[src/rtl/id_ex_ctrl_pipe_pkg.sv]
// Shared types for the ID->EX control bundle: jump-type encodings, EX opcode
// width and the packed EX control struct used by both decode and execute.
package id_ex_ctrl_pipe_pkg;

  localparam int EX_OP_W = 3;

  typedef enum logic [1:0] {
    JT_NONE   = 2'b00,
    JT_JAL    = 2'b01,
    JT_JALR   = 2'b10,
    JT_BRANCH = 2'b11
  } jump_t_e;

  typedef struct packed {
    logic [EX_OP_W-1:0] ex;
    jump_t_e            jump_t;
    logic               slt;
    logic               lui;
    logic               mem_read;
    logic               mem_write;
    logic               reg_write;
  } ex_ctrl_t;

  localparam ex_ctrl_t EX_CTRL_BUBBLE = '{
    ex:        '0,
    jump_t:    JT_NONE,
    slt:       1'b0,
    lui:       1'b0,
    mem_read:  1'b0,
    mem_write: 1'b0,
    reg_write: 1'b0
  };

endpackage

[src/rtl/id_ex_ctrl_pipe_load_use_detect.sv]
// Combinational load-use hazard compare between the load sitting in EX and
// the register sources of the instruction in ID.
module id_ex_ctrl_pipe_load_use_detect #(
  parameter int REG_AW = 5
) (
  input  logic              ex_valid,
  input  logic              ex_mem_read,
  input  logic [REG_AW-1:0] ex_rd,
  input  logic              id_valid,
  input  logic              id_use_rs1,
  input  logic              id_use_rs2,
  input  logic [REG_AW-1:0] id_rs1,
  input  logic [REG_AW-1:0] id_rs2,
  output logic              load_use
);

  logic rs1_hit;
  logic rs2_hit;

  always_comb begin
    rs1_hit  = id_use_rs1 && (id_rs1 == ex_rd);
    rs2_hit  = id_use_rs2 && (id_rs2 == ex_rd);
    // x0 is hard-wired, so a load targeting it never produces a hazard
    load_use = ex_valid && ex_mem_read && (ex_rd != '0) && id_valid && (rs1_hit || rs2_hit);
  end

endmodule

[src/rtl/id_ex_ctrl_pipe.sv]
// ID->EX pipeline register with load-use bubble insertion, memory-stall hold
// and branch flush. Optional macro ID_EX_PERF_CNT_EN adds bubble/flush counters.
module id_ex_ctrl_pipe
  import id_ex_ctrl_pipe_pkg::*;
#(
  parameter int XLEN   = 32,
  parameter int REG_AW = 5
) (
  input  logic               clk,
  input  logic               rst,
  input  logic               id_valid,
  input  logic [EX_OP_W-1:0] id_ex,
  input  logic [1:0]         id_jump_t,
  input  logic               id_slt,
  input  logic               id_lui,
  input  logic               id_mem_read,
  input  logic               id_mem_write,
  input  logic               id_reg_write,
  input  logic               id_use_rs1,
  input  logic               id_use_rs2,
  input  logic [REG_AW-1:0]  id_rs1,
  input  logic [REG_AW-1:0]  id_rs2,
  input  logic [REG_AW-1:0]  id_rd,
  input  logic [XLEN-1:0]    id_rs1_data,
  input  logic [XLEN-1:0]    id_rs2_data,
  input  logic [XLEN-1:0]    id_imm,
  input  logic [XLEN-1:0]    id_pc,
  input  logic               ex_flush,
  input  logic               mem_hold,
  output logic               stall_id,
  output logic               ex_valid,
  output logic [EX_OP_W-1:0] ex_ex,
  output logic [1:0]         ex_jump_t,
  output logic               ex_slt,
  output logic               ex_lui,
  output logic               ex_mem_read,
  output logic               ex_mem_write,
  output logic               ex_reg_write,
  output logic [REG_AW-1:0]  ex_rs1,
  output logic [REG_AW-1:0]  ex_rs2,
  output logic [REG_AW-1:0]  ex_rd,
  output logic [XLEN-1:0]    ex_rs1_data,
  output logic [XLEN-1:0]    ex_rs2_data,
  output logic [XLEN-1:0]    ex_imm,
`ifdef ID_EX_PERF_CNT_EN
  output logic [31:0]        perf_bubble_cnt,
  output logic [31:0]        perf_flush_cnt,
`endif
  output logic [XLEN-1:0]    ex_pc
);

  ex_ctrl_t          ctrl_p0;
  ex_ctrl_t          ctrl_p1;
  logic              vld_p1;
  logic [REG_AW-1:0] rs1_p1, rs2_p1, rd_p1;
  logic [XLEN-1:0]   rs1_data_p1, rs2_data_p1, imm_p1, pc_p1;
  logic              load_use;

  // ---- p0: decode-side bundle, controls squashed for empty ID slots ----
  always_comb begin
    ctrl_p0 = EX_CTRL_BUBBLE;
    if (id_valid) begin
      ctrl_p0.ex        = id_ex;
      ctrl_p0.jump_t    = jump_t_e'(id_jump_t);
      ctrl_p0.slt       = id_slt;
      ctrl_p0.lui       = id_lui;
      ctrl_p0.mem_read  = id_mem_read;
      ctrl_p0.mem_write = id_mem_write;
      ctrl_p0.reg_write = id_reg_write;
    end
  end

  id_ex_ctrl_pipe_load_use_detect #(.REG_AW(REG_AW)) u_load_use_detect (
    .ex_valid    (vld_p1),
    .ex_mem_read (ctrl_p1.mem_read),
    .ex_rd       (rd_p1),
    .id_valid    (id_valid),
    .id_use_rs1  (id_use_rs1),
    .id_use_rs2  (id_use_rs2),
    .id_rs1      (id_rs1),
    .id_rs2      (id_rs2),
    .load_use    (load_use)
  );

  // A flush kills the ID instruction upstream, so there is nothing to hold
  assign stall_id = !ex_flush && (mem_hold || load_use);

  // ---- p1: EX slot register; flush > hold > load-use bubble > capture ----
  always_ff @(posedge clk or posedge rst) begin
    if (rst) begin
      vld_p1      <= 1'b0;
      ctrl_p1     <= EX_CTRL_BUBBLE;
      rs1_p1      <= '0;
      rs2_p1      <= '0;
      rd_p1       <= '0;
      rs1_data_p1 <= '0;
      rs2_data_p1 <= '0;
      imm_p1      <= '0;
      pc_p1       <= '0;
    end else if (ex_flush || (!mem_hold && load_use)) begin
      vld_p1      <= 1'b0;
      ctrl_p1     <= EX_CTRL_BUBBLE;
      rs1_p1      <= '0;
      rs2_p1      <= '0;
      rd_p1       <= '0;
      rs1_data_p1 <= '0;
      rs2_data_p1 <= '0;
      imm_p1      <= '0;
      pc_p1       <= '0;
    end else if (!mem_hold) begin
      vld_p1      <= id_valid;
      ctrl_p1     <= ctrl_p0;
      rs1_p1      <= id_rs1;
      rs2_p1      <= id_rs2;
      rd_p1       <= id_rd;
      rs1_data_p1 <= id_rs1_data;
      rs2_data_p1 <= id_rs2_data;
      imm_p1      <= id_imm;
      pc_p1       <= id_pc;
    end
  end

  assign ex_valid     = vld_p1;
  assign ex_ex        = ctrl_p1.ex;
  assign ex_jump_t    = ctrl_p1.jump_t;
  assign ex_slt       = ctrl_p1.slt;
  assign ex_lui       = ctrl_p1.lui;
  assign ex_mem_read  = ctrl_p1.mem_read;
  assign ex_mem_write = ctrl_p1.mem_write;
  assign ex_reg_write = ctrl_p1.reg_write;
  assign ex_rs1       = rs1_p1;
  assign ex_rs2       = rs2_p1;
  assign ex_rd        = rd_p1;
  assign ex_rs1_data  = rs1_data_p1;
  assign ex_rs2_data  = rs2_data_p1;
  assign ex_imm       = imm_p1;
  assign ex_pc        = pc_p1;

`ifdef ID_EX_PERF_CNT_EN
  function automatic logic [31:0] sat_inc(input logic [31:0] v);
    return (v == 32'hFFFF_FFFF) ? v : v + 32'd1;
  endfunction

  always_ff @(posedge clk or posedge rst) begin
    if (rst) begin
      perf_bubble_cnt <= '0;
      perf_flush_cnt  <= '0;
    end else begin
      if (!ex_flush && !mem_hold && load_use) perf_bubble_cnt <= sat_inc(perf_bubble_cnt);
      if (ex_flush)                           perf_flush_cnt  <= sat_inc(perf_flush_cnt);
    end
  end
`endif

endmodule

[config.mk]
export PLATFORM = sky130hd
export DESIGN_NAME = id_ex_ctrl_pipe
export DESIGN_NICKNAME = d
export VERILOG_FILES = /design/src/rtl/id_ex_ctrl_pipe_pkg.sv /design/src/rtl/id_ex_ctrl_pipe_load_use_detect.sv /design/src/rtl/id_ex_ctrl_pipe.sv
export SDC_FILE = /design/constraint.sdc
export NUM_CORES = 1
export LEC_CHECK = 0
export CORE_MARGIN = 2
export CORE_UTILIZATION = 35
export DETAILED_ROUTE_END_ITERATION = 6
export PLACE_DENSITY = 0.78
export SYNTH_ARGS = -nofsm -noshare
export SYNTH_HDL_FRONTEND = slang
export SYNTH_SLANG_ARGS = --single-unit
[constraint.sdc]
create_clock -name clk -period 5.8 [get_ports clk]
set_input_delay 0.58 -clock clk [delete_from_list [all_inputs] [get_ports clk]]
set_output_delay 0.58 -clock clk [all_outputs]
set_load 0.02 [all_outputs]
==> results.toml, run 1 <==
[run_status]
status = "finished, final reports clean"

[synth]
yosysWarnings = 0
synthTopCellsByArea = "dfrtp_1, nand2_1, o221ai_1"
synth_top_area_share_pct = 50.8
yosys.cell_types.count = 23
seq_area_frac_synth_pct = 50.8
syn-num-nets = 977
synth_top_area_cell = "dfrtp_1"
synth.avg_cell_area_sq_um = 9.29
ys_ff_latch = 154
syn_area_sq_um = 7590
synthCells = 817

[sta]
fin_setup_tns_ps = 0
whs_ps = 494
finClkSkew_ps = 8.50
slew_violations = 0
fmax_mhz = 282
min_period_ps = 3540
hold_viol_final = 0
slew_headroom_pct = 25.4
worstMarginPinSlew_ps = 1120
finalCritPeriodShare_pct = 61.1
setup_viol_count_final = 0
rsz0062_at_grt = "false"

[final_layout]
layout-drive-gt1-share_pct = 4.45
stdcell_count = 1354
mostFrequentLayoutCells = "clkdlybuf4s50_1, nand2_1, dfrtp_1"
fin_util_pct = 53.7
final_common_cell = "clkdlybuf4s50_1"
final_nets = 1226
insertedDiodeCount = 0
syn_to_final_growth_pct = 49.6

[pwr]
power_mw = 3.07
power_frac_seq_pct = 40.4
power_leakage_nw = 4.49
p_clk_share_pct = 35.2
internal_power_mw = 2.14
power.density_nw_per_um2 = 270
pwr-share-comb_pct = 24.4
ir_drop_v = 0.000225
switchingPower_uw = 930
netSwitchingFraction_pct = 30.3

[drt]
firstDrtPassIters = 5
routed-via-count = 7488
routed_wl_um = 25100
ant_nets = 0
viasPerCell = 5.53
wl_per_cell_um = 18.5
first_iter_violations = 459
drc_errors = 0

[clocking]
clkTransAtPathRegs_ps = 70
ctsResizeCount = 0
post-cts-setup-buffers = 0
clkSinkCount = 154
clk_latency_ps = 410
clk_path_buf_depth = 2
cts_tree = "built"
ctsHtreeMaxLevel = 4
ctsHoldBuffers = 0
cts_buffers = 17
cts_root_buf = "clkbuf_16"

[min_path]
worstHoldStart = "ex_pc[31]$_DFFE_PP0P_"
holdPathEnd = "ex_pc[31]$_DFFE_PP0P_"
hold_path_class = "flip-flop to flip-flop"
hold_depth = 2

[placed_design]
placed_cells = 1322
gp_congestion = 0.833
dp_hpwl_um = 15900
io_buffers = 314

[flow_run]
drv_cap = 0

[global_route]
grt_use_total_pct = 21.5
grt_max_degree = 113
grt_overflow = 0
grt_pass1_vias = 7460
grt_pass1_wl_um = 39100
use_met3_pct = 6.96
grt-busiest-layer = "met2"
grtUsageMet2_pct = 34.6
met1_usage_pct = 26.9
antenna_found_initial = 0

[floorplan]
dieHeight_um = 151
rows = 53
pin_count = 315
die-area_sq_um = 22900
die_w_um = 151
start_util_pct = 35.9
core_area_sq_um = 21200

[setup_path]
ff2ff_path_depth = 6
crit_fanout = 66
required_ps = 5220
rrSetupSlack_ps = 2900
start_kind = "primary input"
rr_endpoint = "ex_imm[1]$_DFFE_PP0P_"
crit_arrival_ps = 2960
timing.rr.start = "ex_rd[2]$_DFFE_PP0P_"
critPathKind = "primary input to output pin"
end_kind = "output pin"
worst max path at each step:
stage | from | depth (start not counted) | endpoint | slack [ps]
after floorplan | rst | 1 | ex_ex[0]$_DFFE_PP0P_ | 1070
after global placement | id_rs1[1] | 7 | stall_id | 2250
after detailed placement | id_rs1[2] | 7 | stall_id | 2220
after CTS | id_rs1[2] | 7 | stall_id | 2220
after global routing | id_rs1[2] | 7 | stall_id | 2110
final | id_rs1[2] | 7 | stall_id | 2260
metal layers:
| layer | part of all wire, % | routed length (um) |
|---|---|---|
| met3 | 8.6 | 2170 |
| met4 | 3.2 | 815 |
| met5 | 0 | 0 |
| met2 | 48 | 11900 |
| met1 | 41 | 10200 |
power by group through the flow:
stage	clock [mW]	sequential, mW	combinational, mW
global placement	0	1.26	0.741
floorplan	0	1.38	0.223
finish	1.08	1.24	0.748
global route	1.15	1.25	0.804
CTS	1.10	1.24	0.754
detailed placement	0	1.26	0.752
cells in the mapped netlist:
master     count
o22ai_2        1
clkbuf_1      70
xnor2_1       10
buf_6          1
a32oi_1       51
or4_1          1
o221ai_1      83
nand3_1       83
buf_4         13
nand4_1        2
dfrtp_1      154
nor2b_1        1
o22a_1         1
inv_1          1
a21o_1        21
o21ai_0       51
nand2b_1       1
buf_2         10
nor3b_1       20
a22o_1        20
o2111ai_2      1
nand2_1      219
nor2_1         2
metrics by stage:
step	worst slack, ps	instance area, sq um
floorplan	1070	7590
global placement	2250	10800
detailed placement	2220	10800
CTS	2220	11400
global route	2110	11400
finish	2260	11400
state kept, by name, indices dropped and copies added (netlist names), 2 cells and up:
signal       cells
ex_rd            5
ex_rs2           5
ex_rs2_data     32
ex_pc           32
ex_rs1_data     32
ex_rs1           5
ex_ex            3
ex_imm          32
ex_jump_t        2
cell families after synthesis:
logic type	count (synthesis)	share of synthesized area, %
simple gates	329	18.8
xor+xnor	10	1.15
compound gates	229	23.7
buf+inv	95	5.60
flops	154	50.8
worst max-delay path, cell delays in order:
cell             delay (ps)
clkdlybuf4s50_1         490
xnor2_1                 130
nand4_1                 220
o22ai_4                 220
buf_4                   520
a21o_1                  190
clkdlybuf4s50_1         600
area by class of cell:
cell class / count / area [sq um]
clock buffer: 18 / 429
clock inverter: 14 / 139
fill: 1878 / 9790
inverter: 1 / 8.76
multi-input combinational: 568 / 3350
sequential: 154 / 3850
tap: 275 / 344
timing repair buffer: 324 / 3240
Power figures use the tool's default switching activity.
==> inputs of run 2 (changes only) <==
--- a/config.mk
+++ b/config.mk
@@ -8,7 +8,7 @@
 export CORE_MARGIN = 2
 export CORE_UTILIZATION = 35
 export DETAILED_ROUTE_END_ITERATION = 6
-export PLACE_DENSITY = 0.78
+export PLACE_DENSITY = 0.8
 export SYNTH_ARGS = -nofsm -noshare
 export SYNTH_HDL_FRONTEND = slang
 export SYNTH_SLANG_ARGS = --single-unit
==> constraint.sdc (replaced) <==
create_clock -name clk -period 3.2 [get_ports clk]
set_input_delay 0.32 -clock clk [delete_from_list [all_inputs] [get_ports clk]]
set_output_delay 0.32 -clock clk [all_outputs]
set_load 0.02 [all_outputs]
==> results.toml, run 2 (synthesis results as in run 1) <==
[run_status]
status = "finished, final reports clean"

[final_layout]
insertedDiodeCount = 0
mostFrequentLayoutCells = "clkdlybuf4s50_1, nand2_1, dfrtp_1"
final_common_cell = "clkdlybuf4s50_1"
fin_util_pct = 54.1
syn_to_final_growth_pct = 50.9
final_nets = 1229
layout-drive-gt1-share_pct = 4.71

[setup_path]
rr_endpoint = "ex_pc[18]$_DFFE_PP0P_"
crit_arrival_ps = 2480
end_kind = "output pin"
start_kind = "flip-flop"
path_cells = "or4_1 -> o2111ai_4 -> nor2_1 -> a21o_1 -> clkdlybuf4s50_1"
rrSetupSlack_ps = 840
ff2ff_path_depth = 5
slowest_delay_ps = 580
required_ps = 2880
slowest_stage = "or4_1"
timing.rr.start = "ex_rd[3]$_DFFE_PP0P_"
critPathKind = "flip-flop to output pin"
crit_fanout = 5

[floorplan]
rows = 53
pin_count = 315
core_area_sq_um = 21200
dieHeight_um = 151
start_util_pct = 35.9
die_w_um = 151
die-area_sq_um = 22900

[clocking]
cts_root_buf = "clkbuf_16"
post-cts-setup-buffers = 0
ctsHoldBuffers = 0
cts_tree = "built"
ctsHtreeMaxLevel = 4
clkTransAtPathRegs_ps = 60
cts_buffers = 17
clkSinkCount = 154
clk_latency_ps = 420
ctsResizeCount = 0
clk_path_buf_depth = 2

[sta]
fmax_mhz = 357
min_period_ps = 2800
rsz0062_at_grt = "false"
fin_setup_tns_ps = 0
slew_headroom_pct = 44.6
finalCritPeriodShare_pct = 87.6
setup_viol_count_final = 0
slew_violations = 0
worstMarginPinSlew_ps = 830
finClkSkew_ps = 16.6
hold_viol_final = 0

[drt]
ant_nets = 0
first_iter_violations = 517
drc_errors = 0
routed-via-count = 7584
routed_wl_um = 25300
viasPerCell = 5.59
firstDrtPassIters = 5
wl_per_cell_um = 18.7

[placed_design]
gp_congestion = 0.841
dp_hpwl_um = 16100
io_buffers = 314

[min_path]
hold_path_class = "primary input to async pin"

[global_route]
grt_pass1_wl_um = 39200
grt_use_total_pct = 21.6
grt_pass1_vias = 7367
antenna_found_initial = 0
grt_max_degree = 155
grt_overflow = 0

[flow_run]
drv_cap = 0

[pwr]
ir_drop_v = 0.000317
power_leakage_nw = 4.53
power.density_nw_per_um2 = 496
power_mw = 5.68
==> run 2: changes by cell type in the layout (fill, tap and decap cells not counted), sizes merged <==
cell,previous run,this run
buf,12,15
clkinv,5,2
clkinvlp,3,5
bufinv,1,2
==> run 2: final cells by class <==
type / count / area (sq um)
Sequential cell: 154 / 3850
Tap cell: 275 / 344
Clock inverter: 14 / 161
Timing Repair Buffer: 327 / 3310
Fill cell: 1875 / 9700
Inverter: 1 / 7.51
Multi-Input combinational cell: 568 / 3350
Clock buffer: 18 / 429
==> run 2: worst max-delay path, delay by kind of cell (launching register included) <==
family          cells  cell delay [ps]
compound gates      2              450
simple gates        2              650
flops               1              440
buf+inv             1              530
==> run 2: how the worst max path moves through the flow <==
| stage | startpoint | end | cells past startpoint |
|---|---|---|---|
| 4_1_cts | ex_rd[3]$_DFFE_PP0P_ | stall_id | 5 |
| 6_report | ex_rd[3]$_DFFE_PP0P_ | stall_id | 5 |
| 5_1_grt | ex_rd[3]$_DFFE_PP0P_ | stall_id | 5 |
| 2_1_floorplan | rst | ex_ex[0]$_DFFE_PP0P_ | 1 |
| 3_3_place_gp | id_rs1[3] | stall_id | 6 |
| 3_5_place_dp | id_rs1[2] | stall_id | 6 |
==> run 2: report_power, final <==
part	total [mW]	switching (mW)	internal [mW]
combinational	1.37	0.700	0.668
clock	2.06	0.891	1.17
sequential	2.25	0.114	2.13
==> run 2: routing by layer <==
| layer | GRT usage (%) | vias up | part of all wire, % |
|---|---|---|---|
| met5 | 0 | - | 0 |
| met4 | 7.62 | 0 | 2.9 |
| met3 | 6.30 | 52 | 8.0 |
| met2 | 34.8 | 305 | 49 |
| met1 | 27.7 | 3701 | 40 |
| li1 | - | 3526 | - |
==> run 2: per-stage QoR <==
stage          worst slack (ps)  hold slack, ps  instances  instance area, sq um
2_1_floorplan               935             456        817                  7600
3_3_place_gp                726             475       1325                 10900
3_5_place_dp                701             481       1325                 10900
4_1_cts                     366             310       1357                 11500
5_1_grt                     312             352       1357                 11500
6_report                    396             316       1357                 11500
==> inputs of run 3 (changes only) <==
--- a/config.mk
+++ b/config.mk
@@ -5,10 +5,11 @@
 export SDC_FILE = /design/constraint.sdc
 export NUM_CORES = 1
 export LEC_CHECK = 0
+export CAP_MARGIN = 0
 export CORE_MARGIN = 2
-export CORE_UTILIZATION = 35
+export CORE_UTILIZATION = 39
 export DETAILED_ROUTE_END_ITERATION = 6
-export PLACE_DENSITY = 0.8
+export PLACE_DENSITY = 0.87
 export SYNTH_ARGS = -nofsm -noshare
 export SYNTH_HDL_FRONTEND = slang
 export SYNTH_SLANG_ARGS = --single-unit
==> results.toml, run 3 (synthesis results as in run 1) <==
[run_status]
status = "finished, final reports clean"

[drt]
first_iter_violations = 638
viasPerCell = 5.66
routed-via-count = 7619
firstDrtPassIters = 5
wl_per_cell_um = 18.3
routed_wl_um = 24600
drc_errors = 0
ant_nets = 0

[final_layout]
insertedDiodeCount = 0
final_common_cell = "clkdlybuf4s50_1"
final_nets = 1229
mostFrequentLayoutCells = "clkdlybuf4s50_1, nand2_1, dfrtp_1"
stdcell_count = 1346
layout-drive-gt1-share_pct = 4.72
nFillCells = 1610
syn_to_final_growth_pct = 51.2

[setup_path]
crit_arrival_ps = 2520
critPathKind = "flip-flop to output pin"
end_kind = "output pin"
start_kind = "flip-flop"
crit_fanout = 5
required_ps = 2880

[sta]
finClkSkew_ps = 22.8
rsz0062_at_grt = "false"
slew_violations = 0
min_period_ps = 2840
slew_headroom_pct = 47.5
hold_viol_final = 0
worstMarginPinSlew_ps = 787
finalCritPeriodShare_pct = 88.7
setup_viol_count_final = 0
fmax_mhz = 352
fin_setup_tns_ps = 0

[global_route]
grt_use_total_pct = 23.2
grt_pass1_wl_um = 38000
grt_overflow = 0
antenna_found_initial = 0
grt_max_degree = 155
grt_pass1_vias = 7134

[clocking]
clkTransAtPathRegs_ps = 60
clk_path_buf_depth = 2
cts_root_buf = "clkbuf_16"
cts_tree = "built"
ctsHoldBuffers = 0
clkSinkCount = 154
ctsResizeCount = 0
post-cts-setup-buffers = 0
clk_latency_ps = 420
ctsHtreeMaxLevel = 4
cts_buffers = 17

[floorplan]
core_area_sq_um = 19300
pin_count = 315
rows = 51
die_w_um = 144
dieHeight_um = 144
start_util_pct = 39.4
die-area_sq_um = 20600

[flow_run]
drv_cap = 0

[placed_design]
io_buffers = 314
placed_cells = 1315
gp_congestion = 0.898
dp_hpwl_um = 15900

[min_path]
hold_path_class = "primary input to flip-flop"

[pwr]
power.density_nw_per_um2 = 504
power_leakage_nw = 4.56
ir_drop_v = 0.000360
## run 3: cell count changes in the layout (fill, tap and decap cells not counted), sizes merged
cell / before / now
bufinv: 2 / 4
inv: 6 / 3
clkinv: 2 / 5
clkinvlp: 5 / 2
## run 3: path summary, 6_finish.rpt
path	from	end	slack (ps)	cells past startpoint
worst max-delay path	ex_rd[3]$_DFFE_PP0P_	stall_id	360	5
worst min-delay path	mem_hold	ex_rs1[3]$_DFFE_PP0P_	360	3
worst max register to register	ex_rd[3]$_DFFE_PP0P_	ex_pc[12]$_DFFE_PP0P_	800	5
worst min register to register	ex_pc[28]$_DFFE_PP0P_	ex_pc[28]$_DFFE_PP0P_	490	2
max in group asynchronous	rst	ex_imm[30]$_DFFE_PP0P_	2410	3
min in group asynchronous	rst	ex_rs1[4]$_DFFE_PP0P_	400	3
## run 3: final cells by class
cell class                      count  area, sq um  area share [%]
Sequential cell                   154         3850            33.6
Multi-Input combinational cell    568         3350            29.2
Timing Repair Buffer              327         3310            28.8
Clock buffer                       18          439            3.83
Tap cell                          265          332            2.89
Clock inverter                     13          190            1.66
Inverter                            1         7.51          0.0654
## run 3: worst max-delay path, cell delays in order (launching register included)
cell and delay, ps:
dfrtp_1 440, or4_1 600, o2111ai_4 250, nor2_1 70, a21o_1 210, clkdlybuf4s50_1 550
## run 3: per-layer routing
layer,track usage [%],vias to the layer above,routed length (um)
met5,0,-,0
li1,-,3527,-
met2,36.4,364,12000
met4,10.7,0,1000
met1,29.4,3667,9560
met3,7.00,61,2080
## run 3: power breakdown
part,switching [mW],total (mW),internal (mW)
logic,0.700,1.37,0.668
registers,0.116,2.25,2.13
clock network,0.838,2.17,1.33
## run 3: per-stage QoR
step           power (mW)  utilization [%]  hold WS [ps]  worst slack [ps]  instance area [sq um]
3_5_place_dp         3.65             56.3           480               700                  10900
5_1_grt              6.04             59.6           338               257                  11500
4_1_cts              5.84             59.6           323               338                  11500
2_1_floorplan        2.91                -           456               935                   7600
3_3_place_gp         3.62             56.3           473               729                  10900
6_report             5.79             59.6           357               360                  11500
